## src/rtl/apb_regfile_completer.sv

```systemverilog
// APB3 completer exposing NUM_REGS 32-bit scratch/config registers at BASE_ADDR.
// Handshake: a transfer completes in the single cycle where psel & penable & pready are all high.
module apb_regfile_completer #(
   parameter logic [31:0] BASE_ADDR   = 32'h7000_0000,
   parameter int          NUM_REGS    = 16,
   parameter int          WAIT_STATES = 0
) (
   input  logic        pclk,
   input  logic        presetn,
   input  logic        psel,
   input  logic        penable,
   input  logic        pwrite,
   input  logic [31:0] paddr,
   input  logic [31:0] pwdata,
   output logic [31:0] prdata,
   output logic        pready,
   output logic        pslverr,
   output logic [1:0]  dbg_state
);

   localparam int IW = $clog2(NUM_REGS);

   typedef enum logic [1:0] {IDLE, SETUP, WAIT, RESP} state_t;

   state_t      state_q, state_d;
   logic [3:0]  cnt_q, cnt_d;
   logic        latch;
   logic [31:0] addr_q, wdata_q;
   logic        write_q;
   logic [31:0] regs_q [NUM_REGS];
   logic        hit, valid, enter_resp;
   logic [IW-1:0] idx;

   assign hit        = (addr_q[31:12] == BASE_ADDR[31:12]);
   assign valid      = hit && (addr_q[11:0] < 12'(NUM_REGS));
   assign idx        = addr_q[IW-1:0];
   assign enter_resp = (state_q == WAIT) && (state_d == RESP);
   assign dbg_state  = state_q;

   always_comb begin
      state_d = state_q;
      cnt_d   = cnt_q;
      latch   = 1'b0;
      case (state_q)
         IDLE: begin
            if (psel && !penable) begin
               state_d = SETUP;
               latch   = 1'b1;
            end
         end
         SETUP: begin
            if (!psel) begin
               state_d = IDLE;
            end else if (penable) begin
               state_d = WAIT;
               cnt_d   = 4'(WAIT_STATES);
            end
         end
         WAIT: begin
            // An abort during the wait window leaves no trace.
            if (!psel || !penable) begin
               state_d = IDLE;
            end else if (cnt_q == 4'd0) begin
               state_d = RESP;
            end else begin
               cnt_d = cnt_q - 4'd1;
            end
         end
         RESP: begin
            if (!psel || !penable) state_d = IDLE;
         end
         default: state_d = IDLE;
      endcase
   end

   always_ff @(posedge pclk or negedge presetn) begin
      if (!presetn) begin
         state_q <= IDLE;
         cnt_q   <= 4'd0;
      end else begin
         state_q <= state_d;
         cnt_q   <= cnt_d;
      end
   end

   always_ff @(posedge pclk or negedge presetn) begin
      if (!presetn) begin
         addr_q  <= 32'd0;
         wdata_q <= 32'd0;
         write_q <= 1'b0;
      end else if (latch) begin
         addr_q  <= paddr;
         wdata_q <= pwdata;
         write_q <= pwrite;
      end
   end

   // The write lands only on the edge entering RESP, so a held RESP never rewrites.
   always_ff @(posedge pclk or negedge presetn) begin
      if (!presetn) begin
         for (int i = 0; i < NUM_REGS; i++) regs_q[i] <= 32'd0;
      end else if (enter_resp && write_q && valid) begin
         regs_q[idx] <= wdata_q;
      end
   end

   always_ff @(posedge pclk or negedge presetn) begin
      if (!presetn) begin
         pready  <= 1'b0;
         pslverr <= 1'b0;
         prdata  <= 32'd0;
      end else if (enter_resp) begin
         pready  <= 1'b1;
         pslverr <= !valid;
         prdata  <= (!write_q && valid) ? regs_q[idx] : 32'd0;
      end else if (state_d != RESP) begin
         pready  <= 1'b0;
         pslverr <= 1'b0;
         prdata  <= 32'd0;
      end
   end

endmodule

```

## config.mk

```make
export PLATFORM = sky130hd
export DESIGN_NAME = apb_regfile_completer
export DESIGN_NICKNAME = d
export VERILOG_FILES = /design/src/rtl/apb_regfile_completer.sv
export SDC_FILE = /design/constraint.sdc
export NUM_CORES = 1
export LEC_CHECK = 0
export CAP_MARGIN = 20
export CORE_UTILIZATION = 55
export CTS_CLUSTER_DIAMETER = 30
export CTS_CLUSTER_SIZE = 20
export DETAILED_ROUTE_END_ITERATION = 12
export GPL_TIMING_DRIVEN = 0
export PLACE_DENSITY_LB_ADDON = 0.12
export SLEW_MARGIN = 20
export SYNTH_ARGS = -nofsm -noshare
export SYNTH_HDL_FRONTEND = slang
export SYNTH_SLANG_ARGS = --single-unit
```

## constraint.sdc

```tcl
create_clock -name pclk -period 2.5 [get_ports pclk]
set_input_delay 0.625 -clock pclk [delete_from_list [all_inputs] [get_ports pclk]]
set_output_delay 0.625 -clock pclk [all_outputs]
set_load 0.05 [all_outputs]
```

Word-level counts from Yosys, hierarchy flattened
Cells that the tools add are included.
{"block": "word_totals", "register_bits": 617, "word_cells": 82}
{"block": "classes", "n_bitwise": 1, "mux": 26, "addsub": 1, "n_reduce_logical": 17, "order_cmp": 3, "eq_ne": 10}
{"cell": "512-bit bitwise mux", "count": 1}
{"cell": "32-bit 2-to-1 mux", "count": 6}
{"cell": "32-bit binary-select mux with 4-bit select", "count": 1}
{"cell": "32-bit demux with 4-bit select", "count": 1}
{"cell": "20-bit by 19-bit equality test with 1-bit output, second input constant", "count": 1}
{"cell": "4-bit 2-to-1 mux", "count": 4}
{"cell": "12-bit by 5-bit less-than comparator with 1-bit output, second input constant", "count": 1}
{"cell": "2-bit 2-to-1 mux", "count": 6}
{"cell": "2-bit != test, second input constant", "count": 5}
{"cell": "2-bit one-hot mux with 4 select lines", "count": 1}
{"cell": "4-bit one-hot mux with 2 select lines", "count": 1}
{"cell": "1-bit logical AND", "count": 7}
{"cell": "2-bit equality test, second input constant", "count": 3}
{"cell": "5-bit >= comparator, second input constant", "count": 1}
{"cell": "5-bit by 1-bit less-than comparator with 1-bit output, second input constant", "count": 1}
{"cell": "1-bit 2-to-1 mux", "count": 5}
{"cell": "4-bit inverter with 5-bit output", "count": 1}
{"cell": "5-bit AND reduction", "count": 1}
{"cell": "1-bit logical NOT", "count": 4}
{"cell": "4-bit logical NOT", "count": 1}
{"cell": "2-bit nonzero test", "count": 2}
{"cell": "4-bit by 1-bit subtractor with 4-bit output, second input constant", "count": 1}
{"cell": "2-bit by 1-bit equality test with 1-bit output, second input constant", "count": 1}
{"cell": "2-bit logical NOT", "count": 1}
{"cell": "1-bit logical OR", "count": 1}

Logic depth before layout (Yosys ltp)
{"block": "logic_depth", "ltp_word": 8, "mapped_depth": 9}

Worst setup path after synthesis
Ideal clock, no wire load.
{"block": "synth_path", "kind": "reg2reg", "startpoint": "reg state_q[1] (netlist: dbg_state[1])", "endpoint": "reg regs_q[417] (netlist bit)", "t_arrival_ns": 2.409, "path_stages_with_launch": 8, "setup_ns": 0.125, "required_ns": 2.375, "setup_slack_ns": -0.033, "n_path_buf": 3, "cell_sequence": "dfrtp_1 -> buf_2 -> nand3_1 -> nand3b_4 -> buf_4 -> nor4_4 -> buf_4 -> mux2_2"}
{"block": "synth_via", "elab_chain_cells": 7, "elab_cells_between_ends": 15, "cone_classes": "eq/ne (4); mux (7); reduce/logical (4)"}
{"item": "start: declaration", "line_no": "25", "text": "state_t state_q, state_d;"}
{"item": "start signal: assignment", "line_no": "81", "text": "state_q <= state_d;"}
{"item": "2-bit 2-to-1 mux, on equally long branches", "line_no": "63, 54"}
{"item": "2-bit 2-to-1 mux, on equally long branches", "line_no": "61, 52"}
{"item": "2-bit one-hot mux with 4 select lines", "line_no": "44", "text": "case (state_q)"}
{"item": "2-bit equality test", "line_no": "37", "text": "assign enter_resp = (state_q == WAIT) && (state_d == RESP);"}
{"item": "1-bit logical AND *", "line_no": "37"}
{"item": "1-bit logical AND * (2 in series)", "line_no": "102", "text": "end else if (enter_resp && write_q && valid) begin"}
{"item": "end signal: indexed assignment", "line_no": "103", "text": "regs_q[idx] <= wdata_q;"}
{"item": "end: declaration", "line_no": "30", "text": "logic [31:0] regs_q [NUM_REGS];"}
Every way passes the cells marked *; elsewhere a longest branch is shown, timed or not.
A chain may end at the register's enable or synchronous reset.

Final worst setup path
{"block": "layout_path", "startpoint": "reg cnt_q[0]", "endpoint": "reg regs_q[333] (netlist bit)"}
{"block": "layout_via", "elab_chain_cells": 8}
{"item": "start: declaration", "line_no": "26", "text": "logic [3:0] cnt_q, cnt_d;"}
{"item": "start signal: assignment", "line_no": "82", "text": "cnt_q <= cnt_d;"}
{"item": "4-bit logical NOT", "line_no": "63", "text": "end else if (cnt_q == 4'd0) begin"}
{"item": "2-bit 2-to-1 mux", "line_no": "63"}
{"item": "2-bit 2-to-1 mux", "line_no": "61", "text": "if (!psel || !penable) begin"}
{"item": "2-bit one-hot mux with 4 select lines", "line_no": "44"}
{"item": "2-bit equality test", "line_no": "37"}
{"item": "1-bit logical AND", "line_no": "37"}
{"item": "1-bit logical AND (2 in series)", "line_no": "102"}
Every way passes these cells.

==> run summary <==
CTS tree: yes
number of filler cells placed in the layout: 3,247
area delta synth->final: 27.8%
final worst setup slack: -0.00241 ns
Most used DFF post-synth: dfrtp_1
Placed Instances: 2,701
die height: 226 um
post-synth top area share: 55.8%
fraction of layout cells with a size suffix above 1: 46.4%
largest net degree at the start of global routing: 100
simple-gate share of the synthesized area: 3.63%
Antenna diodes: 0
#FFs+latches synth: 617
# port buffers: 104
Synth top cells by count: dfrtp_1 (617), mux2_2 (585), mux2i_1 (128)
HP Class: input pin to asynchronous set/reset pin
Initial Utilization: 56.2%
WHS: 0.465 ns
CP Capture Type: register
Post-Route Setup TNS: -0.00484 ns
worst-skew pair later-pin latency: 0.70 ns
1st-pass router iterations: 5
Sinks on Clock Net: 617
Yosys warnings: 0
Post-Synth XOR/XNOR Area: 0%
relative slew slack: 37.3%
CP max FO: 10
Synth Area in Compound Gates: 4.28%
Die Area: 51,200 um2
unrepaired setup endpoints after global routing: yes
Worst-Margin Slew: 0.940 ns
first-pass GRT wire length: 114,000 um
vias per cell: 5.98
synthesized area: 27,700 um2
I/O pins: 105
CP Data Arrival Time: 3.06 ns
EDFF count, synth: 0
CP Class: register to register
post-synth top area cell: dfrtp_1
grt total ovfl: 0
Core Box Area: 49,300 um2
H-tree depth: 4
Final Hold Viols: 0
Synth Area in Adders: 0.0904%
syn nets: 1,998
via count: 17.7k
DRT antenna net count: 0
mux contribution to synthesized area: 33.3%
DRT Wirelength: 74,200 um
root buffer cell: clkbuf_16
top cells by area, synth: dfrtp_1 (56%), mux2_2 (24%), mux2i_1 (4.6%)
minimum clock period: 2.50 ns
WL/cell: 25.0 um
Max Cap Viol: 0
status: complete, but fails checks
# nets final: 2,275
Final Skew: 0.0192 ns
initial antenna violation count: 0
DRC viols: 0
synth unique cells: 42
Clock Path Buffers: 3
post-route non-filler standard cell count: 2,967
sequential share of the synthesized area: 55.8%
Worst Reg-to-Reg Cells: 9
Detailed Route Iter0 Violations: 1,246
R2R setup slack: -0.002 ns
Num CTS Buffers: 134
Tcrit/Tclk final: 100%
Site Rows: 81
violated checks: setup timing
Final HPWL DP: 47,600 um
post-synthesis cell count: 1,927
GP Congestion: 0.837
Critical Path Source Type: register
Slew Limit Fails: 0
asr flop ratio synth: 100%
most common cell in the netlist: dfrtp_1
PwrDens: 888 nW/um2
average cell area after synthesis: 14.4 um2
largest family of logic cells by synthesized area: multiplexers
final-report setup violation count: 3
vias in the first global route: 18.9k
reg-to-reg endpoint: regs_q[333]$_DFFE_PN0P_
Leakage: 17.4 nW
total track usage: 30.2%
Max Fclk: 400 MHz
Max IR drop VDD: 0.000620 V
width of the die: 226 um
clk slew on worst S/H paths: 0.04 ns
Reg-to-Reg Start: cnt_q[0]$_DFFE_PN0P_
Worst Path Required: 3.06 ns
==> placed cells by master, fill, tap and decap left out, types with 22 or more instances in the layout <==
cell type and instances:
nand2_1 50, clkbuf_1 40, o22ai_1 97, dfrtp_1 616
clkbuf_2 25, nor2_1 34, mux2_2 585, clkbuf_8 25
clkbuf_16 137, buf_4 65, buf_1 34, clkinv_2 23
dlygate4sd2_1 24, mux2_1 39, clkdlybuf4s50_1 68, buf_6 22
mux4_2 32, mux2i_1 128, o21a_1 32
==> worst max path at each step <==
stage | to | slack [ns] | startpoint | depth (start not counted)
after floorplan | regs_q[417]$_DFFE_PN0P_ | 0.11 | dbg_state[1]$_DFF_PN0_ | 7
after CTS | regs_q[102]$_DFFE_PN0P_ | -0.002 | addr_q[27]$_DFFE_PN0P_ | 6
after detailed placement | regs_q[177]$_DFFE_PN0P_ | -1.12 | penable | 6
after global placement | dbg_state[1]$_DFF_PN0_ | -27.90 | presetn | 1
final | regs_q[333]$_DFFE_PN0P_ | -0.002 | cnt_q[0]$_DFFE_PN0P_ | 9
after global routing | regs_q[339]$_DFFE_PN0P_ | -0.07 | cnt_q[0]$_DFFE_PN0P_ | 9
==> through the flow <==
stage / setup slack (ns) / cell area, um2 / utilization (%) / power (W)
floorplan: 0.108 / 27700 / - / 0.0123
global placement: -27.90 / 29600 / 60.0 / 0.0137
detailed placement: -1.12 / 29700 / 60.3 / 0.0138
CTS: -0.00240 / 34800 / 70.6 / 0.0314
global route: -0.0732 / 35400 / 71.8 / 0.0324
finish: -0.00241 / 35400 / 71.8 / 0.0314
==> layout make-up <==
cell class | instances | area [um2] | share of cell area, %
sequential | 617 | 15400 | 43.6
multi-input combinational | 1145 | 12000 | 33.9
clock buffer | 183 | 3850 | 10.9
timing repair buffer | 149 | 1540 | 4.35
buffer | 152 | 1040 | 2.94
tap | 664 | 831 | 2.35
clock inverter | 52 | 679 | 1.92
inverter | 5 | 18.8 | 0.0530
==> registers in the layout, indices dropped and copies added, names as in the netlist <==
| name | flops |
|---|---|
| addr_q | 32 |
| cnt_q | 4 |
| dbg_state | 2 |
| prdata | 32 |
| pready | 1 |
| pslverr | 1 |
| regs_q | 512 |
| wdata_q | 32 |
| write_q | 1 |
==> critical path: stages, from the launching register on <==
cell	delay (ns)
dfrtp_1	0.42
inv_2	0.08
ha_1	0.14
nor3b_4	0.26
nand3b_4	0.11
buf_12	0.17
buf_12	0.16
nor4_4	0.32
buf_4	0.32
mux2_1	0.35
==> timing repair <==
item                                   CTS  global route
setup buffers                           33             5
hold buffers                             1             0
resized for setup                      104           155
pin swaps                               17             6
gates cloned                             0             0
endpoints found under the hold margin   64             0
setup endpoints to repair              618           646
==> power by group <==
| part | internal (W) | switching (W) |
|---|---|---|
| Sequential | 0.0102 | 0.000368 |
| Clock | 0.0122 | 0.00534 |
| Combinational | 0.00111 | 0.00220 |
==> metal layers <==
| metal | up-vias | track usage [%] | wire length, um |
|---|---|---|---|
| met2 | 548 | 46.9 | 35000 |
| met5 | - | 0 | 0 |
| met1 | 9364 | 41.0 | 32100 |
| met3 | 150 | 7.83 | 4890 |
| met4 | 0 | 10.8 | 2210 |
| li1 | 7671 | - | - |
==> logic make-up (layout without fill, tap and decap cells) <==
kind of cell,Yosys count,count (layout)
multiplexers,801,801
adder cells (fa/ha/maj),2,2
AO/OA/AOI/OAI,176,176
flip-flops,617,617
buffers and inverters,165,541
AND/OR/NAND/NOR,166,166
(Power assumes the default switching activity.)
==> variant 1: new RTL, config.mk and constraints unchanged <==
Set the parameter `NUM_REGS` to 8 (it was 16).
--- a/src/rtl/apb_regfile_completer.sv
+++ b/src/rtl/apb_regfile_completer.sv
@@ -2,7 +2,7 @@
 // Handshake: a transfer completes in the single cycle where psel & penable & pready are all high.
 module apb_regfile_completer #(
    parameter logic [31:0] BASE_ADDR   = 32'h7000_0000,
-   parameter int          NUM_REGS    = 16,
+   parameter int          NUM_REGS    = 8,
    parameter int          WAIT_STATES = 0
 ) (
    input  logic        pclk,
Behaviour: not the same (a bounded check fails within 4 cycles, from zero or initial values and one cycle with presetn low).
==> variant 1 against the unedited design <==
Sequential cell count is 256 lower. Sequential share of layout area is 0.67 points higher. Global-route usage fell by 3.8 points. Core utilization rose by 0.95 points. Power decreased by 41%. Routed wire length fell by 51%. Critical path type is now in -> reg. Critical endpoint is now prdata[12]. Design area fell by 42%. Non-clock buffer count decreased by 107. Synthesized area is 43% lower. Fmax up 2.1%. Setup slack better by 51 ps. Critical path depth down 4.
==> variant 1: results (changes against the unedited design) <==
.. list-table::
   :header-rows: 1

   * - Metric
     - Value
   * - First-pass iteration count of the detailed router
     - 5 (unchanged)
   * - Slew headroom
     - 0.368 (was 0.373)
   * - Met1 routing resource usage after global routing
     - 0.362 (was 0.410)
   * - CTS H-Tree Depth
     - 3 (was 4)
   * - Clock latency on the worst-skew pair
     - 560 ps (was 700 ps)
   * - Aggregate global-route resource usage
     - 0.263 (was 0.302)
   * - Placed standard-cell area
     - 17400 sq um (was 29700 sq um)
   * - Sequential cell area fraction in the yosys report
     - 0.571 (was 0.558)
   * - Max reg flops
     - 256 (was 512)
   * - Leakage power
     - 9.94 nW (was 17.4 nW)
   * - Port Buffer Count
     - 104 (unchanged)
   * - Cell at the slowest stage of the critical path
     - sky130_fd_sc_hd__nor2_1 (was sky130_fd_sc_hd__dfrtp_1)
   * - Pre-CTS setup slack
     - -988 ps (was -1120 ps)
   * - Tcrit/Tclk final
     - 0.981 (was 1.00)
   * - First-pass GRT wire length
     - 58.6 mm (was 114 mm)
   * - Vias per cell
     - 5.75 (was 5.98)
   * - Fraction of final layout cells sized beyond drive strength 1
     - 0.373 (was 0.464)
   * - Half-perimeter wire length after placement
     - 21.5 mm (was 47.6 mm)
   * - Most instantiated cells after synthesis
     - 361 x sky130_fd_sc_hd__dfrtp_1, 264 x sky130_fd_sc_hd__mux2_2, 124 x sky130_fd_sc_hd__mux2i_1 (was 617 x sky130_fd_sc_hd__dfrtp_1, 585 x sky130_fd_sc_hd__mux2_2, 128 x sky130_fd_sc_hd__mux2i_1)
   * - Clock Skews
     - 17.1 ps (was 19.2 ps)
   * - Maximum vdd drop
     - 488 uV (was 620 uV)
   * - Mapped Nets
     - 1108 (was 1998)
   * - Top area cells in the synthesized netlist
     - sky130_fd_sc_hd__dfrtp_1 57%, sky130_fd_sc_hd__mux2_2 19%, sky130_fd_sc_hd__mux2i_1 7.8% (was sky130_fd_sc_hd__dfrtp_1 56%, sky130_fd_sc_hd__mux2_2 24%, sky130_fd_sc_hd__mux2i_1 4.6%)
   * - Signal arrival time at the worst endpoint
     - 2930 ps (was 3060 ps)
   * - Status
     - finished clean (was finished with violations)
   * - YS warnings
     - 0 (unchanged)
   * - Fillcell total
     - 1858 (was 3247)
   * - Reg2Reg Capture Point
     - prdata[0] (was regs_q[333])
   * - Register-to-register path setup slack
     - 110 ps (was -2 ps)
   * - Vias in the first global route
     - 10300 (was 18900)
   * - Initial DRC count
     - 567 (was 1246)
   * - Unique cell type count in the Yosys netlist
     - 36 (was 42)
   * - Kind of cell adding the most delay to the critical path
     - buffers and inverters (unchanged)
   * - GPL Wtd Cong
     - 0.751 (was 0.837)
   * - Total number of nets in the final design
     - 1314 (was 2275)
   * - Total clock buffers created by CTS
     - 78 (was 134)
   * - Max incr delay on CP
     - 730 ps (was 420 ps)
   * - Worst R2R Start
     - addr_q[0] (was cnt_q[0])
variant 1: worst max-delay path by stage:
| stage | from | endpoint | depth (start not counted) |
|---|---|---|---|
| 2_1_floorplan | dbg_state[1] | regs_q[33] | 6 |
| 3_3_place_gp | presetn | wdata_q[9] | 1 |
| 3_5_place_dp | penable | addr_q[0] | 5 |
| 4_1_cts | penable | addr_q[20] | 5 |
| 5_1_grt | penable | addr_q[0] | 5 |
| 6_report | penable | prdata[12] | 5 |
variant 1: timing repair:
item / 4_1_cts / 5_1_grt
setup endpoints to repair: 321 / 297
pin swaps: 8 / 2
gates resized for setup: 12 / 12
hold endpoints to repair: 9 / 0
buffers inserted: 15 / 2
hold buffers: 1 / 0
variant 1: layout make-up:
class | count | area [sq um] | share of cell area
buffer | 68 | 478 | 0.0234
clock buffer | 101 | 2160 | 0.106
clock inverter | 41 | 562 | 0.0276
inverter | 3 | 11.3 | 0.000552
multi-input combinational | 605 | 6350 | 0.311
sequential | 361 | 9030 | 0.443
tap | 378 | 473 | 0.0232
timing repair buffer | 126 | 1320 | 0.0648
variant 1: per-layer routing:
layer,part of all wire,up-vias
met1,0.45,5047
li1,-,4312
met5,0,-
met2,0.48,235
met3,0.042,85
met4,0.027,0
variant 1: power breakdown:
| part | internal [W] | total [W] | switching (W) |
|---|---|---|---|
| Sequential | 0.00608 | 0.00644 | 0.000362 |
| Combinational | 0.000736 | 0.00160 | 0.000866 |
| Clock | 0.00730 | 0.0105 | 0.00319 |
| Total | 0.0141 | 0.0185 | 0.00442 |
variant 1: metrics by stage:
| stage | util | hold WS, ps | power [W] | std cells | setup TNS [ps] |
|---|---|---|---|---|---|
| 2_1_floorplan | - | 329 | 0.00738 | 1037 | 0 |
| 3_3_place_gp | 0.619 | 465 | 0.00806 | 1519 | -5601450 |
| 3_5_place_dp | 0.623 | 442 | 0.00810 | 1523 | -250860 |
| 4_1_cts | 0.726 | 452 | 0.0187 | 1681 | 0 |
| 5_1_grt | 0.728 | 459 | 0.0192 | 1683 | -23.4 |
| 6_report | 0.728 | 465 | 0.0185 | 1683 | 0 |
variant 1: logic make-up (layout without fill, tap and decap cells):
logic type                 after synthesis  count (layout)  synth area share
buffers and inverters                   71             339            0.0288
adders and majority gates                2               2           0.00158
muxes                                  448             448             0.311
and+or+nand+nor                         52              52            0.0319
DFF                                    361             361             0.571
AOI/OAI and AO/OA                      101             101            0.0551
xor gates and xnor gates                 2               2           0.00111
==> variant 2: new RTL, same flow settings <==
Without the edit above. Register the output `pslverr` once more; this adds one clock of latency there. The other outputs are not delayed to match.
--- a/src/rtl/apb_regfile_completer.sv
+++ b/src/rtl/apb_regfile_completer.sv
@@ -21,6 +21,8 @@
    localparam int IW = $clog2(NUM_REGS);
 
    typedef enum logic [1:0] {IDLE, SETUP, WAIT, RESP} state_t;
+
+   logic pslverr_s0;
 
    state_t      state_q, state_d;
    logic [3:0]  cnt_q, cnt_d;
@@ -107,18 +109,22 @@
    always_ff @(posedge pclk or negedge presetn) begin
       if (!presetn) begin
          pready  <= 1'b0;
-         pslverr <= 1'b0;
+         pslverr_s0 <= 1'b0;
          prdata  <= 32'd0;
       end else if (enter_resp) begin
          pready  <= 1'b1;
-         pslverr <= !valid;
+         pslverr_s0 <= !valid;
          prdata  <= (!write_q && valid) ? regs_q[idx] : 32'd0;
       end else if (state_d != RESP) begin
          pready  <= 1'b0;
-         pslverr <= 1'b0;
+         pslverr_s0 <= 1'b0;
          prdata  <= 32'd0;
       end
    end
 
+   always_ff @(posedge pclk) begin
+      pslverr <= pslverr_s0;
+   end
+
 endmodule
 
Behaviour: not the same (a bounded check fails within 4 cycles, from zero or initial values and one cycle with presetn low).
==> variant 2 against the unedited design <==
Routed wire length grew 0.90%. Sequential cell count grew 1. Sequential share of layout area is essentially flat. Power grew 1.0%. Clock skew grew 1.5 ps. Setup slack gained 13 ps. Fmax grew 0.52%. Synthesized area is essentially flat. Non-clock buffer count grew 3. Design area grew 0.13%. Core utilization shrank 0.051 points.
==> variant 2: results (changes against the unedited design) <==
.. list-table::
   :header-rows: 1

   * - Metric
     - Value
   * - Mapped Nets
     - 1999 (was 1998)
   * - Total number of nets in the final design
     - 2281 (was 2275)
   * - Top area cells in the synthesized netlist
     - sky130_fd_sc_hd__dfrtp_1 56%, sky130_fd_sc_hd__mux2_2 24%, sky130_fd_sc_hd__mux2i_1 4.6% (unchanged)
   * - GR met3 Demand/Resource
     - 0.0735 (was 0.0783)
   * - Gate Count Post-Synth
     - 1928 (was 1927)
   * - Met2 routed wirelength
     - 35.6 mm (was 35.0 mm)
   * - Met1 routing resource usage after global routing
     - 0.412 (was 0.410)
   * - Cells resized by post-CTS repair
     - 131 (was 104)
   * - Pin count of the biggest net entering global routing
     - 104 (was 100)
   * - Cts-stage hold buffer count
     - 2 (was 1)
   * - Worst min-delay path class
     - reg -> reg (was in -> async)
   * - Status
     - finished clean (was finished with violations)
   * - Unique cell type count in the Yosys netlist
     - 43 (was 42)
   * - GPL Wtd Cong
     - 0.832 (was 0.837)
   * - Complex-gate fraction of the synthesized area
     - 0.0427 (was 0.0428)
   * - Signal arrival time at the worst endpoint
     - 3090 ps (was 3060 ps)
   * - Met2 capacity usage during global routing
     - 0.479 (was 0.469)
   * - Aggregate global-route resource usage
     - 0.305 (was 0.302)
   * - First-pass GRT wire length
     - 115 mm (was 114 mm)
   * - Maximum vdd drop
     - 766 uV (was 620 uV)
   * - Mux cell area share after synthesis
     - 0.333 (about the same)
   * - Slew headroom
     - 0.377 (was 0.373)
   * - Vias per cell
     - 5.95 (was 5.98)
   * - Leakage power
     - 17.4 nW (about the same)
   * - Half-perimeter wire length after placement
     - 47.6 mm (about the same)
   * - Proportion of register bits with asynchronous set or reset after synthesis
     - 0.998 (was 1.00)
   * - Post-CTS setup buffer count
     - 29 (was 33)
   * - Total clock buffers created by CTS
     - 136 (was 134)
   * - Sequential cell area fraction in the yosys report
     - 0.558 (about the same)
[variant 2: worst paths after layout]
kind | start | endpoint | slack [ps] | cells after the start
max in group asynchronous | presetn | regs_q[294] | 350 | 6
max | addr_q[2] | prdata[17] | 10 | 5
min reg2reg | pslverr_s0 | pslverr | 430 | 0
max reg2reg | addr_q[2] | prdata[17] | 10 | 5
min in group asynchronous | presetn | regs_q[29] | 570 | 3
min | pslverr_s0 | pslverr | 430 | 0
[variant 2: final cells by class]
type	count	area (sq um)
fillers	3292	13900
clock inverters	65	708
well taps	664	831
repair buffers	153	1600
plain buffers	151	1030
flip-flops and latches	618	15500
multi-input cells	1145	11800
inverters	5	18.8
clock buffers	185	3980
[variant 2: power breakdown]
| part | total, W | switching, W | internal [W] |
|---|---|---|---|
| registers | 0.0106 | 0.000357 | 0.0103 |
| logic | 0.00328 | 0.00218 | 0.00110 |
| clock network | 0.0178 | 0.00562 | 0.0122 |
| total | 0.0317 | 0.00816 | 0.0236 |
[variant 2: stage by stage]
stage               worst slack, ps  TNS (ps)  cell area [sq um]   util  hold slack, ps
floorplan                       108         0              27700      -             329
global placement             -27820         -              29600  0.599             421
detailed placement            -1110   -543230              29700  0.603             432
CTS                           -2.85     -3.62              35000  0.709             438
global route                  -60.5     -1150              35400  0.718             435
finish                         10.6         0              35400  0.718             434
[variant 2: critical path, cell delays in order, from the launching register on]
cell and delay, ps:
sky130_fd_sc_hd__dfrtp_1 320, sky130_fd_sc_hd__clkbuf_1 300, sky130_fd_sc_hd__clkbuf_1 610, sky130_fd_sc_hd__clkbuf_1 680
sky130_fd_sc_hd__nor3_1 240, sky130_fd_sc_hd__o31ai_2 230
